File: config.mk
export PLATFORM = sky130hd
export DESIGN_NAME = irq_controller
export DESIGN_NICKNAME = d
export VERILOG_FILES = /design/src/rtl/irq_controller.sv
export SDC_FILE = /design/constraint.sdc
export NUM_CORES = 1
export LEC_CHECK = 0
export CAP_MARGIN = 20
export CORE_MARGIN = 10
export CORE_UTILIZATION = 57
export CTS_CLUSTER_DIAMETER = 80
export DETAILED_ROUTE_END_ITERATION = 8
export DONT_BUFFER_PORTS = 1
export GPL_TIMING_DRIVEN = 0
export PLACE_DENSITY = 0.8
export SLEW_MARGIN = 10
export SYNTH_ARGS = -nofsm -noshare
export SYNTH_HDL_FRONTEND = slang
export SYNTH_SLANG_ARGS = --single-unit
export TNS_END_PERCENT = 10
File: constraint.sdc
create_clock -name clk -period 2.07 [get_ports clk]
set_input_delay 0.414 -clock clk [delete_from_list [all_inputs] [get_ports clk]]
set_output_delay 0.414 -clock clk [all_outputs]
set_load 0.01 [all_outputs]
File: src/rtl/irq_controller.sv
// Memory-mapped priority interrupt controller: per-channel mask, edge/level mode,
// nested in-service tracking, EOI, and vector return during intack.
module irq_controller #(
  parameter int          NUM_IRQ   = 8,
  parameter int          ADDR_W    = 12,
  parameter int          DATA_W    = 16,
  parameter int unsigned BASE_ADDR = 'h0f0,
  parameter int unsigned VEC_BASE  = 'h0000
) (
  input  logic               clk,
  input  logic               rst_n,
  input  logic [NUM_IRQ-1:0] irq,
  input  logic [ADDR_W-1:0]  address,
  input  logic [DATA_W-1:0]  wdata,
  input  logic               memwt,
  output logic [DATA_W-1:0]  rdata,
  output logic               sel,
  output logic               INT,
  input  logic               intack,
  output logic [NUM_IRQ-1:0] irq_ack
);

  localparam int IW = 5;

  localparam logic [2:0] OFF_MASK = 3'd0;
  localparam logic [2:0] OFF_MODE = 3'd1;
  localparam logic [2:0] OFF_PEND = 3'd2;
  localparam logic [2:0] OFF_ISR  = 3'd3;
  localparam logic [2:0] OFF_EOI  = 3'd4;
  localparam logic [2:0] OFF_STAT = 3'd5;

  logic [NUM_IRQ-1:0] r_mask;
  logic [NUM_IRQ-1:0] r_mode;
  logic [NUM_IRQ-1:0] r_pend_e;
  logic [NUM_IRQ-1:0] r_inservice;
  logic [NUM_IRQ-1:0] r_irq_q;
  logic [NUM_IRQ-1:0] r_irq_ack;
  logic               r_intack_q;
  logic               r_int;

  logic [ADDR_W-1:0]  w_off;
  logic               w_wr;
  logic               w_wr_mask;
  logic               w_wr_mode;
  logic               w_wr_eoi;
  logic [NUM_IRQ-1:0] w_w1c;
  logic [NUM_IRQ-1:0] w_pending;
  logic [NUM_IRQ-1:0] w_isr_low;
  logic [NUM_IRQ-1:0] w_below;
  logic [NUM_IRQ-1:0] w_elig;
  logic [NUM_IRQ-1:0] w_win_oh;
  logic [NUM_IRQ-1:0] w_ack_oh;
  logic [NUM_IRQ-1:0] w_rise;
  logic [NUM_IRQ-1:0] w_pend_next;
  logic [NUM_IRQ-1:0] w_isr_next;
  logic [IW-1:0]      w_win_idx;
  logic               w_win_valid;
  logic               w_ack_fire;
  logic [DATA_W-1:0]  w_reg_rd;
  logic               w_unused;

  // Offset wraps to a large value below BASE_ADDR, so one compare covers both bounds.
  assign w_off     = address - ADDR_W'(BASE_ADDR);
  assign sel       = (w_off < ADDR_W'(6));
  assign w_wr      = memwt & sel;
  assign w_wr_mask = w_wr && (w_off[2:0] == OFF_MASK);
  assign w_wr_mode = w_wr && (w_off[2:0] == OFF_MODE);
  assign w_wr_eoi  = w_wr && (w_off[2:0] == OFF_EOI);
  assign w_w1c     = (w_wr && (w_off[2:0] == OFF_PEND)) ? wdata[NUM_IRQ-1:0] : '0;
  assign w_unused  = ^wdata;

  assign w_pending = (r_mode & r_pend_e) | (~r_mode & irq);

  // Lowest set in-service bit minus one gives the preemption window; all ones when idle.
  assign w_isr_low = r_inservice & (~r_inservice + 1'b1);
  assign w_below   = w_isr_low - 1'b1;
  assign w_elig    = w_pending & r_mask & w_below;
  assign w_win_oh  = w_elig & (~w_elig + 1'b1);
  assign w_win_valid = |w_elig;

  always_comb begin
    w_win_idx = IW'(NUM_IRQ);
    for (int i = NUM_IRQ - 1; i >= 0; i--) begin
      if (w_elig[i]) w_win_idx = IW'(i);
    end
  end

  assign w_ack_fire = intack & ~r_intack_q & w_win_valid;
  assign w_ack_oh   = w_ack_fire ? w_win_oh : '0;
  assign w_rise     = irq & ~r_irq_q;

  // Edge set is ORed in last so it wins over W1C and acknowledge clears.
  assign w_pend_next = ((r_pend_e & ~w_w1c & ~w_ack_oh) | w_rise) & r_mode;
  assign w_isr_next  = (w_wr_eoi ? (r_inservice & ~w_isr_low) : r_inservice) | w_ack_oh;

  always_comb begin
    w_reg_rd = '0;
    if (sel) begin
      case (w_off[2:0])
        OFF_MASK: w_reg_rd[NUM_IRQ-1:0] = r_mask;
        OFF_MODE: w_reg_rd[NUM_IRQ-1:0] = r_mode;
        OFF_PEND: w_reg_rd[NUM_IRQ-1:0] = w_pending;
        OFF_ISR:  w_reg_rd[NUM_IRQ-1:0] = r_inservice;
        OFF_STAT: begin
          w_reg_rd[15]     = r_int;
          w_reg_rd[IW-1:0] = w_win_idx;
        end
        default:  w_reg_rd = '0;
      endcase
    end
    rdata = intack ? (DATA_W'(VEC_BASE) + DATA_W'(w_win_idx)) : w_reg_rd;
  end

  always_ff @(posedge clk or negedge rst_n) begin
    if (!rst_n) begin
      r_mask      <= '0;
      r_mode      <= '0;
      r_pend_e    <= '0;
      r_inservice <= '0;
      r_irq_q     <= '0;
      r_irq_ack   <= '0;
      r_intack_q  <= 1'b0;
      r_int       <= 1'b0;
    end else begin
      if (w_wr_mask) r_mask <= wdata[NUM_IRQ-1:0];
      if (w_wr_mode) r_mode <= wdata[NUM_IRQ-1:0];
      r_pend_e    <= w_pend_next;
      r_inservice <= w_isr_next;
      r_irq_q     <= irq;
      r_irq_ack   <= w_ack_oh;
      r_intack_q  <= intack;
      r_int       <= w_win_valid;
    end
  end

  assign INT     = r_int;
  assign irq_ack = r_irq_ack;

endmodule

==> results of run 1 <==
-- state kept, by name, summed over array words and instances (netlist names) --
name	count
irq_ack	8
r_inservice	8
r_irq_q	8
r_mask	8
r_mode	8
r_pend_e	8
INT	1
r_intack_q	1
-- where the power goes --
group | internal [mW] | switching [mW]
clock | 0.269 | 0.328
sequential | 0.988 | 0.00693
combinational | 0.0618 | 0.0842
-- final cells by class --
type                    count  area [µm²]  area share
plain buffers              11        72.6      0.0239
clock buffers               6        82.6      0.0272
clock inverters             2        12.5     0.00412
inverters                   9        33.8      0.0111
multi-input cells         169        1410       0.463
flip-flops and latches     50        1250       0.413
well taps                  52        65.1      0.0214
repair buffers             10         110      0.0363
-- worst max-delay path by stage --
stage	endpoint	slack, ns	cells past startpoint
global placement	rdata[6]	-0.41	5
floorplan	rdata[5]	-0.06	5
CTS	rdata[0]	-0.45	5
detailed placement	rdata[6]	-0.41	5
global route	rdata[0]	-0.68	5
finish	rdata[0]	-0.63	5
-- critical path: stages (launching register included) --
cell,delay [ns]
dfrtp_1,0.44
or4_4,0.61
nor4_4,0.23
nand3_1,0.19
a31oi_1,0.24
a31o_1,0.26
-- per-layer routing --
metal	GRT usage	up-vias	wire, µm
li1	-	907	-
met1	0.202	995	2490
met2	0.276	106	3410
met3	0.0749	11	887
met4	0.0638	0	98
met5	0	-	0
-- cell usage after synthesis (3+ instances only) --
library cell / n / area share
mux4_2: 5 / 0.043
inv_1: 7 / 0.010
buf_4: 7 / 0.020
a32o_1: 3 / 0.012
a21oi_1: 6 / 0.012
o21ai_1: 3 / 0.0058
clkbuf_1: 3 / 0.0043
nor3_2: 3 / 0.012
dfrtp_1: 50 / 0.48
and2_1: 4 / 0.0096
nand4_1: 3 / 0.0072
nor2b_1: 9 / 0.022
nor2_1: 9 / 0.013
nand3_1: 8 / 0.015
and3_1: 4 / 0.0096
nand2_1: 19 / 0.027
a211oi_1: 4 / 0.012
mux2_2: 21 / 0.091
nand2b_1: 9 / 0.022
o21ai_0: 7 / 0.014
nor3_1: 3 / 0.0058
a32oi_1: 3 / 0.010
-- per-stage QoR --
stage | utilization | hold slack, ns | setup slack, ns
finish | 0.693 | 0.121 | -0.635
global route | 0.693 | 0.104 | -0.681
CTS | 0.662 | 0.117 | -0.449
detailed placement | 0.612 | 0.120 | -0.411
global placement | 0.612 | 0.120 | -0.413
floorplan | - | 0.118 | -0.0596
-- logic make-up after synthesis --
kind of cell | Yosys count
other cells | 1
flops | 50
simple gates | 88
buf+inv | 20
compound gates | 46
mux | 28
-- what timing repair did --
item / CTS / global route
resized for setup: 14 / 17
endpoints found under the hold margin: 50 / 0
pin swaps: 5 / 6
hold buffers: 2 / 0
endpoints found under the setup margin: 18 / 33
buffers inserted: 3 / 5
==> impl_results.md, run 1 <==
* Status: finished with violations
* Failing checks: negative setup slack
* PortBufs at 0
* Pwr dens at approximately 570 nW/µm²
* Unrepaired setup endpoints after global routing: true
* Placed cell areas at roughly 2700 µm²
* WS Path Type: flip-flop to primary output
* Syn Inst Count at about 230
* Period utilisation layout at 1.31
* Seq/Total Area, Yosys at 0.482
* Post-synth EDFFs at 0
* FFs w/ async S/R, synth at 1.00
* Internal reg-to-reg setup slack at -0.17 ns
* Commonest non-fill, non-tap cell in the layout: dfrtp_1
* Multiplexer share of the synthesized area at 0.142
* Post-synthesis simple-gate area fraction at 0.205
* CTS Root Cell: clkbuf_8
* Hold Path Depth at 0
* Worst setup startpoint: r_inservice[2]
* Post-DP HPWL at about 4700 µm
* Longest Clk Path Bufs at 2
* Global route overflow at 0
* Period minus WS final at 2.70 ns
* Starting Density at 0.592
* Final worst setup slack at -0.635 ns
* FF-to-FF Start: r_inservice[2]
* Worst Hold Class: primary input to flip-flop
* Fraction of layout cells with a size suffix above 1 at 0.323
* H-Tree Depth at 2
* Fmax at about 370 MHz
* Slew margin rel. at 0.601
* Worst Setup Start Kind: flip-flop
* DRC Markers at 0
* GRT Overall Usage at 0.173
* Design Power at between 1.5 and 2 mW
* Most frequent cells in the layout: dfrtp_1 (48), mux2_2 (20), nand2_1 (18)
* Max-slew violations at 0
* Final Hold Viols at 0
* Compound-Gate Fraction of Synth Area at 0.129
* Yosys reg bits at 50
* Core Rows at 24
* Clock transition at path regs at about 0.090 ns
* Clock Latency Late Sink at just over 0.3 ns
* Hold Crit Start: irq[6]
* Clock skew at 0.00654 ns
* Drt wl/cell at between 20 and 25 µm
* # setup viols final at 14
* Max cap viols at 0
* Worst Path Required at 1.66 ns
* Largest family of logic cells by synthesized area: simple AND/OR/NAND/NOR gates
* Final Instance Area at between 3000 and 4000 µm²
* Worst Tran Pin Value at approximately 0.6 ns
* Gp weighted congestion at ~0.83
* Total Neg Setup Slack at -3.45 ns
* Worst path arrival time at approximately 2.3 ns
* 1st-iter DRT viols at between 200 and 250
* Hold Crit Endpoint: r_irq_q[6]
* Avg Inst Size Synth at between 10 and 15 µm²
* First-pass GRT wire length at 10400 µm
* DR vias at 2019
* Largest net degree at the start of global routing at just over 50
* Syn Std Cell Area at about 2600 µm²
* Core box area at 4380 µm²
* Final net count at 296
* Initial antenna violation count at 0
* Post-synthesis xor/xnor area fraction at 0
* Horiz. Die Dim at 87.5 µm
* CTS tree: done
* Worst r2r dst: r_pend_e[6]
* Maximum vdd drop at 0.000395 V
* Vias in the first global route at around 1900
* Top_reg_cell synth: dfrtp_1
* Number of distinct library cells after synthesis at 55
* DR pass1 iterations at 5
* Post-synthesis adder-cell area fraction at 0
* TritonCTS Sinks at 50
* Vias per Instance at about 6.5
* I/O Pins at 66
* Leakage power at around 1.4 nW
* Fin cells at 309
* Dpl cells at 291
* # fillers at 320
* Worst setup EP type: primary output
* Largest fanout on the critical path at 6
* Register-to-Register Path Depth at 6
* Ys Warns at 0
* DRT antenna net count at 0
* Area Overhead vs Synth at 17.1%
* CTS Buf Count at 5
* Die area at between 7000 and 8000 µm²
* N_diodes at 0
* Die Ht at 87.5 µm
* Final WL at 6890 µm
No activity file was read; power rests on OpenSTA's default activity.
==> inputs of run 2 (changes only) <==
Settings changed: CORE_MARGIN 10 to 3.
==> impl_results.md, run 2 (synthesis results as in run 1) <==
* Clock Latency Late Sink at 0.30 ns (about the same)
* Post-DP HPWL at 4160 µm (-12%)
* Worst path arrival time at 2.11 ns (-0.18 ns)
* DR pass1 iterations at 4 (-1)
* N_diodes at 0 (unchanged)
* Commonest non-fill, non-tap cell in the layout: dfrtp_1
* Core Rows at 23 (-4.2%)
* Die Ht at 73.5 µm (-16%)
* Period minus WS final at 2.52 ns (-0.184 ns)
* Unrepaired setup endpoints after global routing: true
* Longest Clk Path Bufs at 2 (unchanged)
* Vias in the first global route at 1937 (+1.0%)
* Largest net degree at the start of global routing at 51 (unchanged)
* Pwr dens at 560 nW/µm² (-2.1%)
* Worst setup EP type: primary output
* Leakage power at 1.44 nW (+2.0%)
* CTS tree: done
* TritonCTS Sinks at 50 (unchanged)
* Final worst setup slack at -0.451 ns (+0.184 ns)
* Setup WS pre-CTS at -0.388 ns (+0.0234 ns)
* 1st-iter DRT viols at 145 (-35%)
* Worst Tran Pin Value at 0.616 ns (+0.0169 ns)
* Worst Path Required at 1.66 ns (about the same)
* Slew margin rel. at 0.588 (-0.0126)
* Global route overflow at 0 (unchanged)
* Max-slew violations at 0 (unchanged)
* Initial antenna violation count at 0 (unchanged)
* # fillers at 287 (-10%)
* Fmax at 397 MHz (+7.3%)
* Core Util, Final at 0.727 (+0.0346)
* Die area at 5400 µm² (-29%)
* Final Hold Viols at 0 (unchanged)
* Clock skew at 0.00975 ns (+0.00321 ns)
* WS Path Type: flip-flop to primary output
* DRC Markers at 0 (unchanged)
* First-pass GRT wire length at 9620 µm (-7.4%)
* Worst Hold Class: primary input to flip-flop
* CTS Root Cell: clkbuf_8
* Drt wl/cell at 19.3 µm (-13%)
* DRT antenna net count at 0 (unchanged)
* I/O Pins at 66 (unchanged)
* Multi-input gate area at 1410 µm² (+0.53%)
* Vias per Instance at 6.39 (-2.3%)
* Final net count at 300 (+1.4%)
* Worst Setup Start Kind: flip-flop
* Period utilisation layout at 1.22 (-0.0887)
* Gp weighted congestion at 0.908 (+8.8%)
* Final WL at 6010 µm (-13%)
* H-Tree Depth at 2 (unchanged)
* # setup viols final at 11 (-3)
* Failing checks: negative setup slack
* Most frequent cells in the layout: dfrtp_1 (48), buf_4 (20), mux2_2 (19)
* PortBufs at 0 (unchanged)
* Clock transition at path regs at 0.09 ns (about the same)
* Area Overhead vs Synth at 17.8%
* Fraction of layout cells with a size suffix above 1 at 0.330 (+0.00654)
* Reg area at 1250 µm² (unchanged)
* Maximum vdd drop at 0.000438 V (+11%)
* Max cap viols at 0 (unchanged)
* CTS Buf Count at 5 (unchanged)
* Core box area at 4200 µm² (-4.2%)
* GRT Overall Usage at 0.232 (+0.0582)
* DR vias at 1986 (-1.6%)
* Horiz. Die Dim at 73.5 µm (-16%)
* Largest fanout on the critical path at 4 (-2)
* Starting Density at 0.617 (+0.0257)
* Status: finished with violations
## run 2: changes by cell type in the layout (fill, tap and decap cells not counted), sizes merged
cell and change:
clkinvlp -1, buf +4, clkbuf +1
## run 2: area by class of cell
class,count,area share
multi-input combinational,169,0.463
clock buffer,7,0.0283
buffer,10,0.0213
clock inverter,1,0.00164
tap,50,0.0205
timing repair buffer,15,0.0442
sequential,50,0.410
inverter,9,0.0111
## run 2: power by group
group	internal [mW]	switching [mW]	leakage, nW	total [mW]
Clock	0.270	0.302	0.0482	0.572
Combinational	0.0637	0.0810	0.715	0.145
Sequential	0.988	0.00674	0.674	0.995
## run 2: path summary, 6_finish.rpt
path	startpoint	to	slack, ns	depth (start not counted)
max	r_inservice[2]	rdata[0]	-0.45	5
max in group asynchronous	rst_n	irq_ack[6]	1.22	2
min	irq[1]	r_irq_q[1]	0.13	0
min reg2reg	r_irq_q[5]	r_pend_e[5]	0.43	1
min in group asynchronous	rst_n	r_pend_e[1]	0.63	2
max reg2reg	r_inservice[2]	r_pend_e[7]	-0.05	7
## run 2: through the flow
stage                     cell area [µm²]  TNS [ns]  hold slack (ns)  total power, mW  instances
after global placement               2680     -6.68            0.120             1.11        289
final                                3060     -2.37            0.135             1.71        311
after CTS                            2940     -2.47            0.127             1.72        305
after global routing                 3060     -3.81            0.122             1.77        311
after detailed placement             2680     -8.14            0.120             1.11        289
after floorplan                      2620    -0.199            0.118             1.10        239
## run 2: layer usage
layer | global-route usage | share of wire | vias to the layer above
met4 | 0.0483 | 0.013 | 0
met5 | 0 | 0 | -
li1 | - | - | 919
met1 | 0.313 | 0.41 | 948
met3 | 0.0684 | 0.11 | 10
met2 | 0.371 | 0.47 | 109
## run 2: worst max-delay path, cell delays in order, from the launching register on
cell and delay, ns:
dfrtp_1 0.41, or4_4 0.57, nor4_4 0.20, nand3_1 0.15
a31oi_1 0.24, a31o_1 0.25
## run 2: repair_timing
item	CTS	global route
gates resized for setup	18	15
buffers inserted	7	6
pin swaps	8	8
setup endpoints to repair	20	32
hold endpoints to repair	50	0
hold buffers	2	0
gates cloned	0	0
==> inputs of run 3 (changes only) <==
Settings changed: CORE_ASPECT_RATIO set to 2.
==> impl_results.md, run 3 (synthesis results as in run 1) <==
* Fin cells at 309 (-0.64%)
* Total Neg Setup Slack at -2.94 ns (-0.570 ns)
* Die Ht at 101 µm (+38%)
* CTS Root Cell: clkbuf_8
* Starting Density at 0.592 (-0.0254)
* Longest Clk Path Bufs at 2 (unchanged)
* GRT met1 Usage at 0.253 (-0.0600)
* DR vias at 2018 (+1.6%)
* Worst path arrival time at 2.13 ns (+0.02 ns)
* CTS tree: done
* Period utilisation layout at 1.23 (+0.0115)
* Sw Ratio at 0.229 (+0.00129)
* Slew margin rel. at 0.607 (+0.0188)
* Final net count at 295 (-1.7%)
* PortBufs at 0 (unchanged)
* H-Tree Depth at 2 (unchanged)
* Pint at 1.28 mW (-3.1%)
* Worst Hold Class: primary input to flip-flop
* DRC Markers at 0 (unchanged)
* Largest net degree at the start of global routing at 51 (unchanged)
* Pwr dens at 559 nW/µm² (-0.12%)
* Worst Setup Start Kind: flip-flop
* Comb pwr share at 0.084 (about the same)
* Period minus WS final at 2.55 ns (+0.0237 ns)
* Clock transition at path regs at 0.09 ns (about the same)
* Post-DP HPWL at 4640 µm (+12%)
* Internal reg-to-reg setup slack at -0.11 ns (-0.06 ns)
* Gp weighted congestion at 0.941 (+3.6%)
* Final Hold Viols at 0 (unchanged)
* Leakage power at 1.38 nW (-4.0%)
* Failing checks: negative setup slack
* DR pass1 iterations at 4 (unchanged)
* Most Crowded Layer GR: met2
* Power share of the sequential group at 0.599 (+0.018)
* Clock Latency Late Sink at 0.30 ns (about the same)
* Sw Pwr at 0.381 mW (-2.3%)
* TritonCTS Sinks at 50 (unchanged)
* Vias in the first global route at 2059 (+6.3%)
* Clock share of power at 0.316 (-0.018)
* DRT antenna net count at 0 (unchanged)
* Drt wl/cell at 20.6 µm (+6.6%)
* Global route overflow at 0 (unchanged)
* Worst setup EP type: primary output
* Unrepaired setup endpoints after global routing: true
* CTS Buf Count at 5 (unchanged)
* Worst Path Required at 1.66 ns (about the same)
* Vias per Instance at 6.53 (+2.3%)
* Most frequent cells in the layout: dfrtp_1 (47), mux2_2 (20), nand2_1 (18)
* Max-slew violations at 0 (unchanged)
* WS Path Type: flip-flop to primary output
* Fmax at 393 MHz (-0.93%)
* Worst Tran Pin Value at 0.590 ns (-0.0262 ns)
* Core Rows at 34 (+48%)
* Die area at 5450 µm² (+0.92%)
* Clock skew at 0.00751 ns (-0.00224 ns)
* Area Overhead vs Synth at 14.5%
* N_diodes at 0 (unchanged)
* Core box area at 4380 µm² (+4.3%)
* Initial antenna violation count at 0 (unchanged)
* Status: finished with violations
* Commonest non-fill, non-tap cell in the layout: dfrtp_1
* Max cap viols at 0 (unchanged)
* Hold Slack at 0.132 ns (-0.00265 ns)
* Largest fanout on the critical path at 3 (-1)
* # setup viols final at 12 (+1)
* Final worst setup slack at -0.475 ns (-0.0237 ns)
* I/O Pins at 66 (unchanged)
* Final WL at 6370 µm (+5.9%)
* GRT Overall Usage at 0.251 (+0.0194)
* Maximum vdd drop at 0.000462 V (+5.3%)
* 1st-iter DRT viols at 54 (-63%)
* Horiz. Die Dim at 53.7 µm (-27%)
* Dpl cells at 293 (+1.4%)
* Fraction of layout cells with a size suffix above 1 at 0.294 (-0.0354)
* Met2 Use GR at 0.446 (+0.0747)
* Met3 Track Usage GR at 0.0501 (-0.0183)
* First-pass GRT wire length at 9840 µm (+2.3%)
[run 3: layout make-up]
type	count	area (µm²)
Buffer	10	63.8
Tap cell	54	67.6
Multi-Input combinational cell	169	1380
Clock buffer	7	76.3
Timing Repair Buffer	10	97.6
Sequential cell	50	1250
Fill cell	351	1410
Inverter	9	33.8
[run 3: final timing paths]
| check | to | from | depth (start not counted) |
|---|---|---|---|
| max | rdata[0] | r_inservice[3] | 5 |
| min | r_irq_q[0] | irq[0] | 0 |
| max reg2reg | r_inservice[6] | r_inservice[3] | 6 |
| min reg2reg | r_pend_e[4] | r_irq_q[4] | 1 |
| max in group asynchronous | r_irq_q[6] | rst_n | 2 |
| min in group asynchronous | irq_ack[0] | rst_n | 2 |
[run 3: power by group through the flow]
stage	Combinational, mW	Sequential [mW]	Clock [mW]
after floorplan	0.0832	1.01	0
after global placement	0.0974	1.01	0
after detailed placement	0.0987	1.01	0
after CTS	0.134	0.995	0.539
after global routing	0.154	0.997	0.572
final	0.140	0.996	0.526
[run 3: metal layers]
metal | vias up | share of wire
li1 | 897 | -
met1 | 1028 | 0.34
met2 | 72 | 0.57
met3 | 21 | 0.057
met4 | 0 | 0.036
met5 | - | 0
[run 3: repair_timing]
action	in CTS	in global routing
endpoints found under the hold margin	50	0
pin swaps	8	4
resized for setup	14	10
setup endpoints to repair	20	29
hold buffers	2	0
setup buffers	6	2
[run 3: through the flow]
stage / setup WS, ns / total power [mW] / util / cell area (µm²)
finish: -0.475 / 1.66 / 0.678 / 2970
global route: -0.537 / 1.72 / 0.678 / 2970
floorplan: -0.0596 / 1.10 / - / 2620
CTS: -0.428 / 1.67 / 0.662 / 2900
detailed placement: -0.423 / 1.11 / 0.613 / 2680
global placement: -0.408 / 1.11 / 0.613 / 2680
[run 3: critical path, cell delays in order (launching register included)]
cell     delay [ns]
dfrtp_2        0.43
or4_4          0.58
nor4_4         0.25
nand3_2        0.14
a31oi_1        0.19
a31o_1         0.24
